$ cat src/rtl/pool_pkg.sv
// Shared types and helpers for the max-pooling reader.
package pool_pkg;

    typedef enum logic [1:0] {IDLE, SCAN, WRITE} pool_state_t;

    function automatic int pool_out_dim(input int size, input int pool, input int stride);
        return (size - pool) / stride + 1;
    endfunction

endpackage

$ cat src/rtl/pool_window_counter.sv
// Nested element (ki/kj) and window (wi/wj) counters for the pooling scan.
module pool_window_counter #(
    parameter int POOL = 2,
    parameter int OUT  = 2,
    localparam int KW  = (POOL > 1) ? $clog2(POOL) : 1,
    localparam int OW  = (OUT > 1) ? $clog2(OUT) : 1
) (
    input  logic          clock,
    input  logic          nreset,
    input  logic          clear,
    input  logic          step_elem,
    input  logic          step_win,
    output logic [KW-1:0] ki,
    output logic [KW-1:0] kj,
    output logic [OW-1:0] wi,
    output logic [OW-1:0] wj,
    output logic          last_elem,
    output logic          last_win
);

    localparam logic [KW-1:0] K_LAST = KW'(POOL - 1);
    localparam logic [OW-1:0] W_LAST = OW'(OUT - 1);

    assign last_elem = (ki == K_LAST) && (kj == K_LAST);
    assign last_win  = (wi == W_LAST) && (wj == W_LAST);

    always_ff @(posedge clock or negedge nreset) begin
        if (!nreset) begin
            ki <= '0;
            kj <= '0;
            wi <= '0;
            wj <= '0;
        end else if (clear) begin
            ki <= '0;
            kj <= '0;
            wi <= '0;
            wj <= '0;
        end else begin
            // Each counter pair wraps to zero so the next window/run starts clean.
            if (step_elem) begin
                if (kj == K_LAST) begin
                    kj <= '0;
                    ki <= (ki == K_LAST) ? '0 : ki + 1'b1;
                end else begin
                    kj <= kj + 1'b1;
                end
            end
            if (step_win) begin
                if (wj == W_LAST) begin
                    wj <= '0;
                    wi <= (wi == W_LAST) ? '0 : wi + 1'b1;
                end else begin
                    wj <= wj + 1'b1;
                end
            end
        end
    end

endmodule

$ cat src/rtl/maxpool2d_reader.sv
// Snapshots a conv2D feature map on start's rising edge and max-pools it,
// one element compare per cycle, into a registered OUT x OUT map.
module maxpool2d_reader
    import pool_pkg::*;
#(
    parameter int SIZE      = 5,
    parameter int POOL      = 2,
    parameter int STRIDE    = 2,
    parameter int WIDTH_BIT = 8,
    localparam int OUT      = pool_out_dim(SIZE, POOL, STRIDE)
) (
    input  logic                                        clock,
    input  logic                                        nreset,
    input  logic                                        start,
    input  logic [SIZE-1:0][SIZE-1:0][WIDTH_BIT-1:0]    featIn,
    output logic [OUT-1:0][OUT-1:0][WIDTH_BIT-1:0]      poolOut,
    output logic                                        busy,
    output logic                                        done
);

    localparam int KW = (POOL > 1) ? $clog2(POOL) : 1;
    localparam int OW = (OUT > 1) ? $clog2(OUT) : 1;
    localparam int RW = (SIZE > 1) ? $clog2(SIZE) : 1;

    pool_state_t                              state;
    logic                                     start_q;
    logic [SIZE-1:0][SIZE-1:0][WIDTH_BIT-1:0] snap;
    logic signed [WIDTH_BIT-1:0]              acc;
    logic signed [WIDTH_BIT-1:0]              elem;
    logic [KW-1:0]                            ki, kj;
    logic [OW-1:0]                            wi, wj;
    logic [RW-1:0]                            row, col;
    logic                                     last_elem, last_win;
    logic                                     rise;

    assign rise = start & ~start_q;

    pool_window_counter #(
        .POOL(POOL),
        .OUT (OUT)
    ) u_cnt (
        .clock    (clock),
        .nreset   (nreset),
        .clear    ((state == IDLE) && rise),
        .step_elem(state == SCAN),
        .step_win (state == WRITE),
        .ki       (ki),
        .kj       (kj),
        .wi       (wi),
        .wj       (wj),
        .last_elem(last_elem),
        .last_win (last_win)
    );

    always_comb begin
        row  = RW'(int'(wi) * STRIDE + int'(ki));
        col  = RW'(int'(wj) * STRIDE + int'(kj));
        elem = snap[row][col];
    end

    always_ff @(posedge clock or negedge nreset) begin
        if (!nreset) begin
            start_q <= 1'b0;
            state   <= IDLE;
            busy    <= 1'b0;
            done    <= 1'b0;
            acc     <= '0;
            snap    <= '0;
            poolOut <= '0;
        end else begin
            start_q <= start;
            case (state)
                IDLE: begin
                    done <= 1'b0;
                    if (rise) begin
                        snap  <= featIn;
                        busy  <= 1'b1;
                        state <= SCAN;
                    end
                end
                SCAN: begin
                    // Strict greater-than: ties keep the earlier element.
                    if (ki == '0 && kj == '0)
                        acc <= elem;
                    else if (elem > acc)
                        acc <= elem;
                    if (last_elem)
                        state <= WRITE;
                end
                WRITE: begin
                    poolOut[wi][wj] <= acc;
                    if (last_win) begin
                        busy  <= 1'b0;
                        done  <= 1'b1;
                        state <= IDLE;
                    end else begin
                        state <= SCAN;
                    end
                end
                default: state <= IDLE;
            endcase
        end
    end

endmodule

$ cat config.mk
export PLATFORM = sky130hd
export DESIGN_NAME = maxpool2d_reader
export DESIGN_NICKNAME = d
export VERILOG_FILES = /design/src/rtl/pool_pkg.sv /design/src/rtl/pool_window_counter.sv /design/src/rtl/maxpool2d_reader.sv
export SDC_FILE = /design/constraint.sdc
export NUM_CORES = 1
export LEC_CHECK = 0
export BUFFER_PORTS_ARGS = -buffer_cell sky130_fd_sc_hd__buf_2
export CAP_MARGIN = 40
export CORE_ASPECT_RATIO = 0.75
export CORE_MARGIN = 5
export CORE_UTILIZATION = 55
export CTS_CLUSTER_SIZE = 28
export DETAILED_ROUTE_END_ITERATION = 8
export HOLD_SLACK_MARGIN = 0.08
export PLACE_DENSITY = 0.85
export SLEW_MARGIN = 20
export SYNTH_ARGS = -nofsm -noshare
export SYNTH_HDL_FRONTEND = slang
export SYNTH_SLANG_ARGS = --single-unit
$ cat constraint.sdc
create_clock -name clock -period 7.3 [get_ports clock]
set_input_delay 1.46 -clock clock [delete_from_list [all_inputs] [get_ports clock]]
set_output_delay 1.46 -clock clock [all_outputs]
set_load 0.02 [all_outputs]
Yosys cells after proc, flatten, opt, wreduce, memory -nomap -nowiden

Index checks and enable logic that the tools add are counted.

Word-level logic and storage cells: 114
Input port bits: 203
Output and inout bits: 34
Bits in registers: 249

Eq/ne operators: 5
Mux-type cells: 34
Add/sub/neg operators: 6
Bitwise operators: 4
$lt $le $gt $ge: 7
Reductions and logical operators: 20

Operators by type and width:

| cell                                                                          | number |
|---|---|
| 40-bit binary-select mux with 3-bit select                                    | 1 |
| 40-bit 2-to-1 mux                                                             | 1 |
| 32-bit bitwise mux                                                            | 1 |
| 8-bit 2-to-1 mux                                                              | 4 |
| 8-bit binary-select mux with 3-bit select                                     | 1 |
| 1-bit 2-to-1 mux                                                              | 18 |
| 16-bit demux with 1-bit select                                                | 1 |
| 16-bit 2-to-1 mux                                                             | 1 |
| 2-bit AND reduction                                                           | 6 |
| 2-bit nonzero test                                                            | 6 |
| 8-bit demux with 1-bit select                                                 | 1 |
| 8-bit > comparator                                                            | 1 |
| 3-bit by 4-bit less-than comparator with 1-bit output (second input constant) | 2 |
| 2-bit by 1-bit adder with 3-bit output                                        | 2 |
| 1-bit logical AND                                                             | 6 |
| 2-bit != test (second input constant)                                         | 3 |
| 2-bit case mux with 3 select lines                                            | 1 |
| 1-bit adder (second input constant)                                           | 4 |
| 1-bit by 2-bit less-than comparator with 1-bit output (second input constant) | 2 |
| 2-bit 2-to-1 mux                                                              | 2 |
| 1-bit case mux with 2 select lines                                            | 2 |
| 1-bit inverter                                                                | 3 |
| 3-bit AND reduction                                                           | 1 |
| 2-bit by 1-bit == test with 1-bit output (second input constant)              | 1 |
| 4 further kinds                                                               | 5 |

Depth between registers and ports, before layout

Depth in word-level cells: 8
Mapped depth: 12

Hierarchy

Synthesis repeated with hierarchy kept, for this count alone.

Cells, all modules: 501
Area, all modules: 7868.8 um^2

By module, submodules not included:

| module              | cells an instance | area each (um^2) | seq. area each (um^2) | times used |
|---|---|---|---|---|
| maxpool2d_reader    | 485               | 7677.4           | 4329.2                | 1 |
| pool_window_counter | 16                | 191.4            | 100.1                 | 1 |

Worst setup path before layout

Ideal clock, no wire load.

Path kind: register to register
From: register u_cnt.ki
To: register acc[1]
Path slack: 4.217 ns
Buffers on the path: 3
Data required time: 7.175 ns
Arrival: 2.957 ns
Stages on the path, launching flop included: 13
Cells stage by stage: dfrtp_1 -> buf_2 -> buf_2 -> mux4_2 -> a22oi_1 -> nand2_1 -> ha_1 -> and4_1 -> a22oi_1 -> and4_1 -> a22o_1 -> buf_6 -> mux2_4

Longest elaborated chain between the ends: 8

Ends and longest elaborated chain:

| what                                       | line                      | text |
|---|---|---|
| start: declaration                         | pool_window_counter.sv:13 | `output logic [KW-1:0] ki,` |
| start signal: assignment                   | pool_window_counter.sv:43 | `ki <= (ki == K_LAST) ? '0 : ki + 1'b1;` |
| 2-bit by 1-bit adder with 3-bit output     | maxpool2d_reader.sv:56    | `row = RW'(int'(wi) * STRIDE + int'(ki));` |
| 40-bit binary-select mux with 3-bit select | maxpool2d_reader.sv:58    | `elem = snap[row][col];` |
| 40-bit 2-to-1 mux (not written as such)    | maxpool2d_reader.sv:58    |  |
| 8-bit binary-select mux with 3-bit select  | maxpool2d_reader.sv:58    |  |
| 8-bit 2-to-1 mux (not written as such)     | maxpool2d_reader.sv:58    |  |
| net elem[7]                                | maxpool2d_reader.sv:29    | `logic signed [WIDTH_BIT-1:0] elem;` |
| 8-bit > comparator                         | maxpool2d_reader.sv:85    | `else if (elem > acc)` |
| 2-bit nonzero test (no source line)        | -                         |  |
| 2-bit AND reduction (no source line)       | -                         |  |
| end signal: assignment                     | maxpool2d_reader.sv:84    | `acc <= elem;` |
| end signal: assignment                     | maxpool2d_reader.sv:86    | `acc <= elem;` |
| end: declaration                           | maxpool2d_reader.sv:28    | `logic signed [WIDTH_BIT-1:0] acc;` |

The timed path passes the listed nets, and every way through them passes these cells. The select of a mux whose other input is x is not followed.
A chain may end at the register's enable or synchronous reset.

Final worst setup path

From: register u_cnt.ki
To: register acc[6]

The elaborated chain is that of the path after synthesis.

==> results.md <==
* Routed len/inst at approximately 21 um
* Reg-to-Reg Start: u_cnt.ki
* Vias in the first global route at around 5400
* Clock skew at approximately 0.012 ns
* Main synth FF type: dfrtp_1
* Min-Delay Path Depth at 1
* Root Buffer: clkbuf_16
* Via/cell ratio at roughly 5.6
* Die width at between 100 and 150 um
* GP Congestion at between 0.7 and 0.8
* Slew at the pin with the worst max-slew slack at approximately 0.76 ns
* GRT busiest layer: met2
* Residual DRC count at 0
* Synth Area in XOR/XNOR at 0.004516
* CTS tree: yes
* Sequence of cells on the critical path: buf_4 > mux4_2 > a22oi_1 > nand2_1 > ha_1 > and4_1 > a22oi_1 > and4_1 > a22o_1 > mux2_4
* Layout cells sized above 1 at 0.5911
* Most frequent cells in the layout: dfrtp_1, buf_2, mux2_2
* Mapped Area at ~7800 um^2
* Cells after Synth at 500
* Max cap viols at 0
* Port Buf Inserts at around 160
* Power Total at roughly 4.4 mW
* Reg2Reg Depth at 10
* Die Area at 16600 um^2
* Pins Over Slew Limit at 0
* R2R Setup Slk at about 3.3 ns
* DPL Wire Length at between 10000 and 15000 um
* TritonRoute pass-1 iters at 4
* Crit Path Max Fanout at 19
* Hold Fails Final Rpt at 0
* Reg2reg end: acc[6]
* Post-route ant nets at 0
* Unique masters post-synth at 32
* Main combinational cell family by area after synthesis: multiplexers
* Met1 Resource Use GR at 0.2906
* Adder-cell share of the synthesized area at 0.01290
* Leading cell type in the layout, fill and taps excluded: dfrtp_1
* CP arrival at between 4 and 5 ns
* Met2 Resource Use GR at 0.3663
* Fmax at 251.3 MHz
* WP data required at 7.61 ns
* HP Class: reg2reg
* PD cells at roughly 470 nW/um^2
* Initial Utilization at 0.5642
* Total CTS buffers at 17
* Compound-cell area share of the yosys netlist at 0.03016
* Final setup margin at around 3.3 ns
* Core Footprint at ~14000 um^2
* Final Non-Filler Cells at between 800 and 900
* Peak VDD IR at 0.0002301 V
* # hold bufs at CTS at 0
* Post-synthesis sequential area ratio at 0.5710
* Fin crit period at 3.979 ns
* Final nets at between 800 and 900
* Routed WL at 17810 um
* Post-CTS Setup Bufs at 0
* Clk_lat worst skew at approximately 0.43 ns
* Overflow after GRT at 0
* Worst setup endpoint: acc[6]
* Number of synthesized flops with an enable pin at 0
* CP startpoint: u_cnt.ki
* Area grow syn2layout at 20.81%
* Initial antenna violation count at 1
* Vias at approximately 4800
* Clock transition at path regs at ~0.06 ns
* Crit Path Class: reg2reg
* RSZ-0062 raised after global routing: no
* Leak at 4.321 nW
* Post-cts gate resize count at 0
* Iteration-0 DRC Markers at ~320
* Status: complete, no violations
* Fin crit share at 0.5451
* # clock sinks at 177
* Syn_nets at 711
* Placed cell count at 818
* Crit end category: flop
* Rows at 37
* CP max stage delay at about 0.74 ns
* GRT Util Overall at 0.2253
* Fillers at 940
* Register bit total from synthesis at about 180
* # H-tree levels at 4
* Setup WS pre-CTS at roughly 3.3 ns
* Slowest cell on crit path: dfrtp_2
* Worst Setup Start Kind: flop
* Fin Setup TNS at 0 ns
* Post-synthesis async set-or-reset flop share at 1.000
* First-pass GRT wire length at approximately 29000 um
* Post-synthesis mux area share at 0.3284
* Die height at about 110 um
* Clock tree buffer depth at 2
* Avg Cell Area, Syn at 15.51 um^2
* Relative slew slack at 0.4920
* # IOs at between 200 and 250
* Simple-gate area share of the yosys netlist at 0.03097
* Synth Warn # at 0
* Fin util at 0.6816
* GR Util met3 at 0.08727
* Largest net degree at the start of global routing at ~120
* Endpoints failing setup at 0
==> worst max-delay path, delay by kind of cell (launching register included) <==
family                   cells  cell delay, ns
buffers and inverters        1            0.46
AND/OR/NAND/NOR              3            0.54
AO/OA/AOI/OAI                3            0.87
adder cells (fa/ha/maj)      1            0.31
flip-flops                   1            0.74
multiplexers                 2            0.93
==> cell usage after synthesis, types with 2 or more instances <==
library cell,n,area (um^2)
mux4_2,32,720.7
a21o_1,2,15.01
a22o_1,3,26.28
nor3b_2,2,25.02
and4_1,2,17.52
inv_1,10,37.54
buf_6,2,22.52
nand3_1,3,15.01
nor2_1,10,37.54
mux2_4,7,105.1
dfrtp_1,177,4429
nor2_2,2,12.51
mux2_2,152,1712
buf_2,11,55.05
clkbuf_1,11,41.29
xnor2_1,3,26.28
nor2b_1,4,25.02
buf_1,2,7.510
o21ai_0,12,60.06
a22oi_1,15,112.6
ha_1,8,100.1
nand2_1,20,75.07
==> state kept, by name (all words and copies together), names as in the netlist, 2 cells and up <==
register  flops
snap        128
state         2
poolOut      32
acc           8
==> metrics by stage <==
| step | hold WS (ns) | instance area [um^2] |
|---|---|---|
| after detailed placement | 0.4717 | 8788 |
| after global placement | 0.4549 | 8713 |
| final | 0.4756 | 9371 |
| after CTS | 0.4818 | 9369 |
| after global routing | 0.5056 | 9369 |
| after floorplan | 0.4752 | 7757 |
==> routing by layer <==
layer / share of wire / vias up
met5: 0.00039 / -
met4: 0.011 / 2
met1: 0.43 / 2470
li1: - / 2157
met3: 0.075 / 16
met2: 0.48 / 139
==> kinds of logic (layout without fill, tap and decap cells) <==
| group | count (synthesis) | count (layout) |
|---|---|---|
| mux | 192 | 192 |
| flops | 177 | 177 |
| simple gates | 47 | 47 |
| buf+inv | 37 | 212 |
| compound gates | 35 | 35 |
| fa+ha+maj | 8 | 8 |
| xor+xnor | 4 | 4 |
| other cells | 0 | 1 |
==> power breakdown <==
group	internal, mW	switching (mW)
Clock	0.513	0.382
Sequential	1.45	0.313
Combinational	0.980	0.752
==> how the worst min path moves through the flow <==
stage	startpoint	to	slack, ns
3_3_place_gp	busy	busy	0.45
2_1_floorplan	snap[104]	snap[104]	0.48
6_report	busy	busy	0.48
4_1_cts	busy	busy	0.48
3_5_place_dp	poolOut[31]	poolOut[31]	0.47
5_1_grt	busy	busy	0.51
==> layout make-up <==
| type | instances | area (um^2) | share of cell area |
|---|---|---|---|
| timing repair buffer | 170 | 937.1 | 0.1000 |
| sequential | 177 | 4432 | 0.4729 |
| clock inverter | 13 | 137.6 | 0.01469 |
| multi-input combinational | 286 | 3163 | 0.3375 |
| tap | 175 | 219.0 | 0.02336 |
| clock buffer | 19 | 442.9 | 0.04726 |
| antenna | 1 | 2.502 | 0.0002670 |
| inverter | 10 | 37.54 | 0.004005 |
Power figures use the tool's default switching activity.
